--- config.mk ---
export PLATFORM = sky130hd
export DESIGN_NAME = alu_issue_stage
export DESIGN_NICKNAME = d
export VERILOG_FILES = /design/src/rtl/rv_alu_pkg.sv /design/src/rtl/alu_ctrl_decode.sv /design/src/rtl/alu_issue_stage.sv
export SDC_FILE = /design/constraint.sdc
export NUM_CORES = 1
export LEC_CHECK = 0
export CAP_MARGIN = 10
export CORE_MARGIN = 2
export CORE_UTILIZATION = 42
export DETAILED_ROUTE_END_ITERATION = 6
export MAX_ROUTING_LAYER = met4
export PLACE_DENSITY_LB_ADDON = 0.15
export SLEW_MARGIN = 20
export SYNTH_ARGS = -nofsm -noshare
export SYNTH_HDL_FRONTEND = slang
export SYNTH_SLANG_ARGS = --single-unit
--- constraint.sdc ---
create_clock -name clk -period 3.3 [get_ports clk]
set_input_delay 0.495 -clock clk [delete_from_list [all_inputs] [get_ports clk]]
set_output_delay 0.495 -clock clk [all_outputs]
set_load 0.005 [all_outputs]
--- src/rtl/rv_alu_pkg.sv ---
// Shared RV32I ALU definitions: control codes, opcodes, funct7 values and operand-select types.
// Both the issue stage and the ALU import this package.
package rv_alu_pkg;

  localparam int XLEN = 32;

  localparam logic [3:0] ALU_ADD  = 4'b0000;
  localparam logic [3:0] ALU_SUB  = 4'b0001;
  localparam logic [3:0] ALU_AND  = 4'b0010;
  localparam logic [3:0] ALU_OR   = 4'b0011;
  localparam logic [3:0] ALU_XOR  = 4'b0100;
  localparam logic [3:0] ALU_SLL  = 4'b0101;
  localparam logic [3:0] ALU_SRL  = 4'b0110;
  localparam logic [3:0] ALU_SRA  = 4'b0111;
  localparam logic [3:0] ALU_SLTU = 4'b1000;
  localparam logic [3:0] ALU_SLT  = 4'b1001;

  localparam logic [6:0] OPC_OP     = 7'b0110011;
  localparam logic [6:0] OPC_OP_IMM = 7'b0010011;
  localparam logic [6:0] OPC_LUI    = 7'b0110111;
  localparam logic [6:0] OPC_AUIPC  = 7'b0010111;

  localparam logic [6:0] F7_BASE = 7'h00;
  localparam logic [6:0] F7_ALT  = 7'h20;

  typedef enum logic [1:0] {A_RS1, A_ZERO, A_PC} a_sel_e;
  typedef enum logic {B_RS2, B_IMM} b_sel_e;

endpackage

--- src/rtl/alu_ctrl_decode.sv ---
// Combinational RV32I decode for the ALU: control code, operand selects, immediate,
// illegal flag and write-back enable.
module alu_ctrl_decode
  import rv_alu_pkg::*;
(
  input  logic [31:0]     instr,
  output logic [3:0]      alu_control,
  output a_sel_e          a_sel,
  output b_sel_e          b_sel,
  output logic [XLEN-1:0] imm,
  output logic            illegal,
  output logic            reg_write
);

  logic [6:0]        opcode;
  logic [2:0]        funct3;
  logic [6:0]        funct7;
  logic signed [31:0] imm_i;
  logic [31:0]       shamt;

  assign opcode = instr[6:0];
  assign funct3 = instr[14:12];
  assign funct7 = instr[31:25];
  assign imm_i  = {{20{instr[31]}}, instr[31:20]};
  assign shamt  = {27'd0, instr[24:20]};

  function automatic logic [3:0] f3_to_alu(input logic [2:0] f3);
    case (f3)
      3'b000:  return ALU_ADD;
      3'b001:  return ALU_SLL;
      3'b010:  return ALU_SLT;
      3'b011:  return ALU_SLTU;
      3'b100:  return ALU_XOR;
      3'b101:  return ALU_SRL;
      3'b110:  return ALU_OR;
      default: return ALU_AND;
    endcase
  endfunction

  always_comb begin
    alu_control = ALU_ADD;
    a_sel       = A_ZERO;
    b_sel       = B_IMM;
    imm         = '0;
    illegal     = 1'b0;
    case (opcode)
      OPC_OP: begin
        a_sel       = A_RS1;
        b_sel       = B_RS2;
        alu_control = f3_to_alu(funct3);
        if (funct7 == F7_ALT && funct3 == 3'b000)      alu_control = ALU_SUB;
        else if (funct7 == F7_ALT && funct3 == 3'b101) alu_control = ALU_SRA;
        else if (funct7 != F7_BASE)                    illegal     = 1'b1;
      end
      OPC_OP_IMM: begin
        a_sel       = A_RS1;
        alu_control = f3_to_alu(funct3);
        imm         = imm_i;
        // Shift immediates carry only the shift amount; imm[11:5] selects the variant.
        if (funct3 == 3'b001) begin
          imm     = shamt;
          illegal = (funct7 != F7_BASE);
        end else if (funct3 == 3'b101) begin
          imm = shamt;
          if (funct7 == F7_ALT)       alu_control = ALU_SRA;
          else if (funct7 != F7_BASE) illegal     = 1'b1;
        end
      end
      OPC_LUI: begin
        imm = {instr[31:12], 12'd0};
      end
      OPC_AUIPC: begin
        a_sel = A_PC;
        imm   = {instr[31:12], 12'd0};
      end
      default: illegal = 1'b1;
    endcase
    if (illegal) begin
      alu_control = ALU_ADD;
      a_sel       = A_ZERO;
      b_sel       = B_IMM;
      imm         = '0;
    end
  end

  assign reg_write = !illegal && (instr[11:7] != 5'd0);

endmodule

--- src/rtl/alu_issue_stage.sv ---
// ID->EX issue stage: operand forwarding, ALU operand/control selection and a
// single valid/ready output register feeding the ALU.
module alu_issue_stage
  import rv_alu_pkg::*;
#(
  parameter bit FWD_EN = 1'b1
) (
  input  logic            clk,
  input  logic            rst,
  input  logic            flush,
  input  logic            in_valid,
  output logic            in_ready,
  input  logic [31:0]     in_instr,
  input  logic [XLEN-1:0] in_pc,
  input  logic [XLEN-1:0] in_rs1_data,
  input  logic [XLEN-1:0] in_rs2_data,
  input  logic            exm_wr,
  input  logic [4:0]      exm_rd,
  input  logic [XLEN-1:0] exm_data,
  input  logic            wb_wr,
  input  logic [4:0]      wb_rd,
  input  logic [XLEN-1:0] wb_data,
  output logic            out_valid,
  input  logic            out_ready,
  output logic [XLEN-1:0] alu_a,
  output logic [XLEN-1:0] alu_b,
  output logic [3:0]      alu_control,
  output logic [4:0]      out_rd,
  output logic            out_reg_write,
  output logic            out_illegal
);

  logic [3:0]      ctl_p0;
  a_sel_e          a_sel_p0;
  b_sel_e          b_sel_p0;
  logic [XLEN-1:0] imm_p0;
  logic            ill_p0;
  logic            rw_p0;
  logic [XLEN-1:0] rs1_val_p0;
  logic [XLEN-1:0] rs2_val_p0;
  logic [XLEN-1:0] a_p0;
  logic [XLEN-1:0] b_p0;
  logic            accept;

  logic            vld_p1;
  logic [XLEN-1:0] a_p1;
  logic [XLEN-1:0] b_p1;
  logic [3:0]      ctl_p1;
  logic [4:0]      rd_p1;
  logic            rw_p1;
  logic            ill_p1;

  // EX/MEM is the younger result, so it wins over MEM/WB.
  function automatic logic [XLEN-1:0] resolve(
    input logic [4:0]      rs,
    input logic [XLEN-1:0] rf_data,
    input logic            e_wr,
    input logic [4:0]      e_rd,
    input logic [XLEN-1:0] e_data,
    input logic            w_wr,
    input logic [4:0]      w_rd,
    input logic [XLEN-1:0] w_data
  );
    if (rs == 5'd0)                        return '0;
    else if (FWD_EN && e_wr && e_rd == rs) return e_data;
    else if (FWD_EN && w_wr && w_rd == rs) return w_data;
    else                                   return rf_data;
  endfunction

  alu_ctrl_decode u_decode (
    .instr       (in_instr),
    .alu_control (ctl_p0),
    .a_sel       (a_sel_p0),
    .b_sel       (b_sel_p0),
    .imm         (imm_p0),
    .illegal     (ill_p0),
    .reg_write   (rw_p0)
  );

  // Stage p0: operand resolution in the accept cycle
  assign rs1_val_p0 = resolve(in_instr[19:15], in_rs1_data, exm_wr, exm_rd, exm_data,
                              wb_wr, wb_rd, wb_data);
  assign rs2_val_p0 = resolve(in_instr[24:20], in_rs2_data, exm_wr, exm_rd, exm_data,
                              wb_wr, wb_rd, wb_data);

  always_comb begin
    a_p0 = '0;
    case (a_sel_p0)
      A_RS1:   a_p0 = rs1_val_p0;
      A_PC:    a_p0 = in_pc;
      default: a_p0 = '0;
    endcase
    b_p0 = (b_sel_p0 == B_RS2) ? rs2_val_p0 : imm_p0;
  end

  assign in_ready = !vld_p1 || out_ready;
  assign accept   = in_valid && in_ready && !flush;

  // Stage p1: output register driving the ALU
  always_ff @(posedge clk) begin
    if (rst) begin
      vld_p1 <= 1'b0;
      a_p1   <= '0;
      b_p1   <= '0;
      ctl_p1 <= ALU_ADD;
      rd_p1  <= '0;
      rw_p1  <= 1'b0;
      ill_p1 <= 1'b0;
    end else if (flush) begin
      vld_p1 <= 1'b0;
    end else if (accept) begin
      vld_p1 <= 1'b1;
      a_p1   <= a_p0;
      b_p1   <= b_p0;
      ctl_p1 <= ctl_p0;
      rd_p1  <= in_instr[11:7];
      rw_p1  <= rw_p0;
      ill_p1 <= ill_p0;
    end else if (out_ready) begin
      vld_p1 <= 1'b0;
    end
  end

  assign out_valid     = vld_p1;
  assign alu_a         = a_p1;
  assign alu_b         = b_p1;
  assign alu_control   = ctl_p1;
  assign out_rd        = rd_p1;
  assign out_reg_write = rw_p1;
  assign out_illegal   = ill_p1;

endmodule

# == After elaboration in Yosys (flattened, before gate mapping) ==
# Cells that the tools add are included.
# classes
add_sub_neg,0
mul,0
div_mod_pow,0
magnitude_cmp,0
eq_ne,16
shift,0
muxes,33
bitwise_logic,1
n_reduce_logical,24
# op_table
cell,n
32-bit two-way mux,10
32-bit one-hot mux with 2 select lines,2
4-bit one-hot mux with 7 select lines,1
4-bit two-way mux,6
7-bit by 6-bit == test with 1-bit output (second input constant),3
5-bit == test,4
7-bit by 5-bit == test with 1-bit output (second input constant),2
5-bit logical NOT,2
1-bit two-way mux,10
3-bit == test (second input constant),3
1-bit logical AND,9
4-bit one-hot mux with 2 select lines,1
7-bit nonzero test,1
3-bit by 2-bit == test with 1-bit output (second input constant),2
2-bit OR reduction,3
5-bit nonzero test,1
2-bit one-hot mux with 2 select lines,1
3-bit by 1-bit == test with 1-bit output (second input constant),1
1-bit logical NOT,3
3-bit logical NOT,1
1-bit one-hot mux with 3 select lines,1
2-bit == test (second input constant),1
2-bit logical NOT,1
2-bit two-way mux,1
4 further kinds,4
# totals
reg_bits,76
latch_bits,0
ram_bits,0
mem_bits_ro,0
input_bits,209
output_inout_bits,77
wordCells,81
n_memories,0

# == Logic depth before layout (Yosys ltp) ==
# Gate-level depths: netlist (run 1).
# logic_depth
word_depth,9
ltp_mapped,8
mapped_depth_nobuf,7

# == Modules after synthesis ==
# From an unflattened synthesis (run 1), not the netlist that was laid out.
# unflattened
cells_unflattened,784
area_unflattened_um2,6010.8
# by_module_without_submodules
mod,n_inst,cells_per_inst,area_per_inst_um2,seq_area_each_um2
alu_issue_stage,1,712,5491.5,1521.5
alu_ctrl_decode,1,72,519.2,0.0

# == Least setup slack after synthesis (run 1) ==
# OpenSTA, ideal clock, no wires.
# synth_path
path_kind,input to register
start,in in_instr[26]
end,"reg a_p1[10], in the netlist alu_a[10]"
setup_ns,0.086
t_arrival_ns,2.053
t_required_ns,3.214
slack_ns,1.161
stages,7
n_path_buf,1
cell_sequence,nor4_4 -> a2bb2oi_1 -> a311oi_4 -> nand3_2 -> buf_2 -> a311o_1 -> a221oi_2
# synth_via
elab_chain_len,9
elab_cells_between_ends,15
classes_between,eq/ne: 2; mux: 9; reduce/logical: 4
# synth_rtl
item,line,rtl
from (decl),alu_issue_stage.sv:13,"input logic [31:0] in_instr,"
7-bit nonzero test,"alu_ctrl_decode.sv:53, alu_ctrl_decode.sv:62, alu_ctrl_decode.sv:66",
1-bit two-way mux,"alu_ctrl_decode.sv:53, alu_ctrl_decode.sv:66",
1-bit two-way mux,alu_ctrl_decode.sv:65,if (funct7 == F7_ALT) alu_control = ALU_SRA;
1-bit two-way mux,alu_ctrl_decode.sv:63,end else if (funct3 == 3'b101) begin
1-bit two-way mux,alu_ctrl_decode.sv:60,if (funct3 == 3'b001) begin
1-bit one-hot mux with 3 select lines *,alu_ctrl_decode.sv:46,case (opcode)
2-bit two-way mux *,alu_ctrl_decode.sv:78,if (illegal) begin
2-bit == test / 2-bit logical NOT (equally long branches),alu_issue_stage.sv:88,case (a_sel_p0)
32-bit one-hot mux with 2 select lines *,alu_issue_stage.sv:88,
to (signal assigned),alu_issue_stage.sv:113,a_p1 <= a_p0;
to (decl),alu_issue_stage.sv:46,logic [XLEN-1:0] a_p1;
# Every way passes the cells marked *; elsewhere a longest branch is shown, timed or not.
# A chain may end at the register's enable or synchronous reset.

# == Worst setup path in the final report (run 1) ==
# layout_path
start,in in_instr[25]
end,"reg b_p1[13], in the netlist alu_b[13]"
# layout_via
elab_chain_len,8
elab_cells_between_ends,14
classes_between,eq/ne: 1; mux: 10; reduce/logical: 3
# layout_rtl
item,line,rtl
7-bit nonzero test,"alu_ctrl_decode.sv:53, alu_ctrl_decode.sv:62, alu_ctrl_decode.sv:66",
1-bit two-way mux,"alu_ctrl_decode.sv:53, alu_ctrl_decode.sv:66",
1-bit two-way mux,alu_ctrl_decode.sv:65,
1-bit two-way mux,alu_ctrl_decode.sv:63,
1-bit two-way mux,alu_ctrl_decode.sv:60,
1-bit one-hot mux with 3 select lines *,alu_ctrl_decode.sv:46,
32-bit two-way mux / 1-bit two-way mux (equally long branches),alu_ctrl_decode.sv:78,
32-bit two-way mux *,alu_issue_stage.sv:93,b_p0 = (b_sel_p0 == B_RS2) ? rs2_val_p0 : imm_p0;
to (signal assigned),alu_issue_stage.sv:114,b_p1 <= b_p0;
to (decl),alu_issue_stage.sv:47,logic [XLEN-1:0] b_p1;
# Marked as above.

==> impl_metrics.csv, run 1 <==
group,metric,value,unit
status,run_status,"complete, no violations",
logic_synthesis,synth_seq_cells,76,
worst_setup_path,crit_fanout,16,
power,powerDensity,308.3,nW/um^2
sta,skew,8.039,ps
place,dp_hpwl,17540,um
logic_synthesis,synth_commonest_cells,"nor2_1 (96), dfxtp_1 (76), nand2_1 (72), mux2i_1 (55), clkbuf_1 (38)",
drt,num_vias,6188,
layout,seq_area,1521,sq um
logic_synthesis,seq_area_frac_synth,0.2972,
drt,route.detailed.drc,0,
layout,layout.nets,1090,
worst_setup_path,rr_startpoint,"out_valid$_SDFFE_PP0P_",
hold_path,hold_path_depth,2,
floorplan,core,11960,sq um
clocking,clock_sinks,76,
sta,timing.final.hold_violations,0,
global_routing,grt_pass1_vias,6271,
sta,setup_tns,0,ps
layout,layout.cells.non_filler,1033,
floorplan,fp-row-count,40,
sta,finalCritPeriodShare,0.8264,
clocking,clkTransAtPathRegs,60,ps
worst_setup_path,end_kind,"flop",
floorplan,start_util,0.4280,
sta,slew_headroom,0.4370,
job,maxCapViolCount,0,
drt,drtIter0Drc,428,
layout,multi_input_area,3366,sq um
worst_setup_path,r2r_slack,1250,ps
floorplan,fp.dieH,114.4,um
global_routing,grt_usage,0.3556,
layout,fillerInstances,966,
place,dp_cells,1017,
logic_synthesis,synth_top_area_frac,0.2972,
clocking,cts_tree,"built",
place,globalplace.congestion,0.9115,
floorplan,ioPinCount,286,
logic_synthesis,yosysUniqueCellTypes,48,
layout,finish.utilization,0.7100,
clocking,cts-htree-levels,3,
place,placed_cell_area,8165,sq um
global_routing,grt.overflow.total,0,
drt,viasPerCell,5.990,
global_routing,antenna_found_initial,1,
layout,layout-drive-gt1-share,0.07345,
floorplan,die_x,114.4,um
drt,wl_per_cell,22.42,um
drt,ant_nets,0,
logic_synthesis,synth_area_leaders,"dfxtp_1 (30%), mux2i_1 (11%), nor2_1 (7.0%), nand2_1 (5.3%), a21boi_0 (4.7%)",
global_routing,grt_max_degree,65,
logic_synthesis,syn_avg_cell_area,8.298,sq um
layout,fin_area,8493,sq um
sta,rsz0062_at_grt,"no",
clocking,postCtsSetupBuffers,0,
hold_path,min_to,"out_valid$_SDFFE_PP0P_",
clocking,clockBufferDepth,2,
sta,period_needed,2727,ps
clocking,cts_root_buffer,"clkbuf_16",
power,p_total,2618,uW
clocking,clock_latency,340,ps
logic_synthesis,synth_top_flop_cell,"dfxtp_1",
worst_setup_path,arrival,2970,ps
logic_synthesis,synth_cells,617,
worst_setup_path,timing.rr.end,"alu_a[7]$_SDFFE_PP0P_",
power,ir_drop,0.2320,mV
clocking,cts_resized,0,
logic_synthesis,synth_warnings,0,
hold_path,hp-start,"rst",
worst_setup_path,critical_path_required,3540,ps
worst_setup_path,reg2reg_depth,8,
power,p_leak,0.003050,uW
clocking,numCtsBuffers,9,
floorplan,die_area,13090,sq um
clocking,hold_buffers,0,
logic_synthesis,ys_async_sr_fraction,0,
logic_synthesis,synth_most_common_cell,"nor2_1",
sta,clock.fmax,0.3667,GHz
drt,detail_route.wirelength,23160,um
sta,maxSlewViolCount,0,
sta,setup_viol,0,
sta,worstMarginPinSlew,844.4,ps
logic_synthesis,postSynthNetCount,826,
layout,syn_to_final_growth,65.88,%
global_routing,grt_pass1_wl,34680,um
logic_synthesis,netlist_area,5120,sq um
worst_setup_path,path_class,"primary input to flop",
hold_path,hold_path_class,"primary input to flop",
place,port_buffers,285,
logic_synthesis,synth_top_cell_by_area,"dfxtp_1",
logic_synthesis,synth_edf_count,0,
drt,drtPass1Iterations,5,
worst_setup_path,setup.worst_path.start_class,"primary input",
-- worst max path at each step --
stage,from,to,slack (ps),cells past startpoint
2_1_floorplan,in_instr[26],alu_a[10]$_SDFFE_PP0P_,1160,7
3_3_place_gp,in_instr[26],alu_b[20]$_SDFFE_PP0P_,360,8
3_5_place_dp,in_instr[26],alu_b[24]$_SDFFE_PP0P_,250,8
4_1_cts,in_instr[26],alu_b[24]$_SDFFE_PP0P_,600,8
5_1_grt,in_instr[26],alu_b[13]$_SDFFE_PP0P_,430,8
6_report,in_instr[25],alu_b[13]$_SDFFE_PP0P_,570,8
-- routing by layer --
| layer | GRT usage | share of wire | routed length, um | up-vias |
|---|---|---|---|---|
| met5 | - | 0 | 0 | - |
| met4 | 0.1480 | 0.041 | 945 | 0 |
| met3 | 0.06935 | 0.075 | 1741 | 55 |
| met2 | 0.6043 | 0.50 | 11470 | 347 |
| met1 | 0.4095 | 0.39 | 9004 | 2939 |
| li1 | - | - | - | 2847 |
-- flip-flops by register name (all words and copies together), names as in the netlist --
name           flops
alu_a             32
alu_b             32
alu_control        4
out_illegal        1
out_rd             5
out_reg_write      1
out_valid          1
-- power breakdown --
part	internal (uW)	total, uW	switching [uW]	leakage [uW]
Combinational	326	564	239	0.00228
Clock	699	1100	404	0.000158
Sequential	937	951	13.6	0.000616
Total	1960	2620	656	0.00305
-- cell type report --
class | count | area share
Clock inverter | 4 | 0.008544
Sequential cell | 76 | 0.1791
Tap cell | 147 | 0.02166
Antenna cell | 1 | 0.0002946
Timing Repair Buffer | 307 | 0.3621
Inverter | 5 | 0.002210
Clock buffer | 11 | 0.02976
Multi-Input combinational cell | 482 | 0.3963
-- worst max-delay path: stages --
cell and delay (ps):
clkdlybuf4s50_1 520, nor4_4 300, a2bb2oi_1 130, a311oi_4 400, nand2_1 330, buf_12 260, a2111o_1 290, a211oi_1 230
-- per-stage QoR --
step	hold WS, ps	worst slack, ps
after floorplan	448.2	1161
after global placement	442.2	363.1
after detailed placement	454.2	252.4
after CTS	376.6	596.4
after global routing	387.4	425.3
final	382.5	572.9
-- placed cells by master (no fill, tap or decap), types with 2 or more instances in the layout --
cell             count
nand4_1              3
nand3_1              2
nor4_1               3
nand2_1             72
buf_4               17
a221oi_1            25
a311o_1              9
o21ai_0              5
a211o_1             27
inv_1                5
a221o_1              6
o21a_1               2
buf_12               5
mux2i_1             55
a211oi_1            22
a2111o_1            21
nor3_1               2
a211oi_2             9
xor2_1              12
nand3_2              3
dfxtp_1             76
nor2_1              96
a21boi_0            32
xnor2_1              8
clkdlybuf4s50_1    284
clkbuf_16            9
a221oi_2             7
clkbuf_8             2
and2_1               5
a21oi_1             30
nor2b_1              4
bufinv_16            2
or4_1                4
-- cell families (layout without fill, tap and decap cells) --
| group | Yosys count | after routing | share of synthesized area |
|---|---|---|---|
| and+or+nand+nor | 204 | 204 | 0.1720 |
| AOI/OAI and AO/OA | 203 | 203 | 0.3392 |
| DFF | 76 | 76 | 0.2972 |
| buffers and inverters | 59 | 327 | 0.04985 |
| muxes | 55 | 55 | 0.1075 |
| xor gates and xnor gates | 20 | 20 | 0.03421 |
| other | 0 | 1 | 0 |
(Power assumes the default switching activity.)
==> run 2: changes to the inputs <==
--- a/config.mk
+++ b/config.mk
@@ -7,7 +7,7 @@
 export LEC_CHECK = 0
 export CAP_MARGIN = 10
 export CORE_MARGIN = 2
-export CORE_UTILIZATION = 42
+export CORE_UTILIZATION = 39
 export DETAILED_ROUTE_END_ITERATION = 6
 export MAX_ROUTING_LAYER = met4
 export PLACE_DENSITY_LB_ADDON = 0.15
==> constraint.sdc (replaced) <==
create_clock -name clk -period 2.69 [get_ports clk]
set_input_delay 0.4035 -clock clk [delete_from_list [all_inputs] [get_ports clk]]
set_output_delay 0.4035 -clock clk [all_outputs]
set_load 0.005 [all_outputs]
==> impl_metrics.csv, run 2 (synthesis results as in run 1) <==
group,metric,value,unit
worst_setup_path,end_kind,"flop",
clocking,cts_tree,"built",
worst_setup_path,crit_chain,"clkdlybuf4s50_1 -> nor4_4 -> a2bb2oi_1 -> a311oi_4 -> nand3_2 -> buf_12 -> a311o_1 -> a221oi_2",
clocking,clockBufferDepth,2,
floorplan,core,12720,sq um
worst_setup_path,setup.worst_path.start_class,"primary input",
worst_setup_path,r2r_slack,870,ps
sta,finalCritPeriodShare,0.9121,
global_routing,antenna_found_initial,0,
power,p_leak,0.003198,uW
clocking,cts-htree-levels,3,
drt,wl_per_cell,21.42,um
sta,clock.fmax,0.4076,GHz
layout,syn_to_final_growth,71.60,%
layout,layout-drive-gt1-share,0.1018,
place,dp_hpwl,18060,um
sta,setup_tns,0,ps
worst_setup_path,crit_buf_inv,2,
worst_setup_path,arrival,2710,ps
worst_setup_path,rr_startpoint,"out_valid$_SDFFE_PP0P_",
worst_setup_path,crit_family,"compound AO/OA/AOI/OAI gates",
clocking,clock_sinks,76,
clocking,clock_latency,340,ps
layout,mostFrequentLayoutCell,"clkdlybuf4s50_1",
layout,fillerInstances,1116,
job,maxCapViolCount,0,
sta,setup_viol,0,
clocking,hold_buffers,0,
clocking,numCtsBuffers,9,
drt,viasPerCell,5.768,
status,run_status,"complete, no violations",
floorplan,ioPinCount,286,
global_routing,grt.overflow.total,0,
sta,period_needed,2454,ps
worst_setup_path,cp_slowest_cell,"clkdlybuf4s50_1",
sta,slew_headroom,0.4478,
worst_setup_path,reg2reg_depth,8,
worst_setup_path,critPathMaxStageDelay,470,ps
floorplan,fp.dieH,118.6,um
place,placed_cell_area,8482,sq um
clocking,clkTransAtPathRegs,60,ps
floorplan,start_util,0.4024,
sta,worstMarginPinSlew,828.3,ps
drt,num_vias,6264,
floorplan,die_x,118.6,um
power,powerDensity,358.6,nW/um^2
drt,drtPass1Iterations,5,
place,globalplace.congestion,0.9690,
worst_setup_path,timing.rr.end,"alu_a[2]$_SDFFE_PP0P_",
global_routing,grt_pass1_vias,6403,
hold_path,hp-start,"alu_control[0]$_SDFFE_PP0P_",
drt,ant_nets,0,
global_routing,grt_max_degree,65,
hold_path,min_to,"alu_control[0]$_SDFFE_PP0P_",
layout,fin_area,8786,sq um
layout,insertedDiodeCount,0,
power,ir_drop,0.2205,mV
hold_path,hold_path_class,"flop to flop",
drt,drtIter0Drc,459,
sta,maxSlewViolCount,0,
layout,seq_area,1521,sq um
clocking,cts_resized,0,
place,port_buffers,285,
global_routing,grt_usage,0.3326,
sta,skew,3.208,ps
layout,final_cell_mix,"clkdlybuf4s50_1 (284), nor2_1 (96), dfxtp_1 (76)",
hold_path,hold_path_depth,2,
global_routing,grt_pass1_wl,35540,um
worst_setup_path,critical_path_required,2950,ps
clocking,cts_root_buffer,"clkbuf_16",
layout,multi_input_area,3366,sq um
floorplan,fp-row-count,41,
layout,layout.nets,1118,
clocking,postCtsSetupBuffers,0,
worst_setup_path,crit_fanout,32,
sta,rsz0062_at_grt,"no",
drt,detail_route.wirelength,23260,um
sta,timing.final.hold_violations,0,
drt,route.detailed.drc,0,
floorplan,die_area,14060,sq um
worst_setup_path,path_class,"primary input to flop",
==> run 2: cell types whose count changed in the layout (fill, tap and decap cells not counted), sizes merged <==
cell / change
buf: +28
bufinv: -1
clkbuf: +1
clkinv: +1
diode: -1
==> run 2: metal layers <==
layer	track usage	vias to the layer above	wire, um
met5	-	-	0
met4	0.1324	0	835
met3	0.08012	52	1754
met2	0.5740	295	11470
met1	0.3682	3012	9202
li1	-	2905	-
==> run 2: layout make-up <==
type / count / area share
Multi-Input combinational cell: 482 / 0.3831
Sequential cell: 76 / 0.1732
Clock inverter: 4 / 0.005412
Tap cell: 172 / 0.02449
Clock buffer: 12 / 0.02919
Timing Repair Buffer: 335 / 0.3825
Inverter: 5 / 0.002136
==> run 2: how the worst max path moves through the flow <==
| stage | start | cells after the start | slack [ps] | endpoint |
|---|---|---|---|---|
| after CTS | in_instr[26] | 8 | 280 | alu_b[16]$_SDFFE_PP0P_ |
| final | in_instr[26] | 8 | 240 | alu_a[9]$_SDFFE_PP0P_ |
| after global placement | in_instr[22] | 8 | -40 | alu_b[15]$_SDFFE_PP0P_ |
| after floorplan | in_instr[26] | 7 | 640 | alu_a[10]$_SDFFE_PP0P_ |
| after global routing | in_instr[25] | 8 | 90 | alu_b[17]$_SDFFE_PP0P_ |
| after detailed placement | in_instr[26] | 8 | -80 | alu_a[9]$_SDFFE_PP0P_ |
==> run 2: power by group <==
group | internal [uW] | switching, uW | total [uW]
logic | 425 | 294 | 719
registers | 1150 | 15.0 | 1160
clock network | 767 | 500 | 1270
==> run 2: worst min-delay path: stages (launching register included) <==
cell	delay, ps
dfxtp_1	310
nand2_1	50
a21oi_1	50
==> run 2: metrics by stage <==
| stage | power (uW) | std cells | util | setup WS (ps) | hold WS (ps) |
|---|---|---|---|---|---|
| 2_1_floorplan | 1382 | 617 | - | 642.2 | 448.2 |
| 3_3_place_gp | 1895 | 1070 | 0.6667 | -38.77 | 442.9 |
| 3_5_place_dp | 1900 | 1070 | 0.6667 | -76.80 | 448.6 |
| 4_1_cts | 3150 | 1086 | 0.6906 | 278.2 | 456.6 |
| 5_1_grt | 3248 | 1086 | 0.6906 | 93.19 | 476.8 |
| 6_report | 3150 | 1086 | 0.6906 | 236.4 | 454.0 |
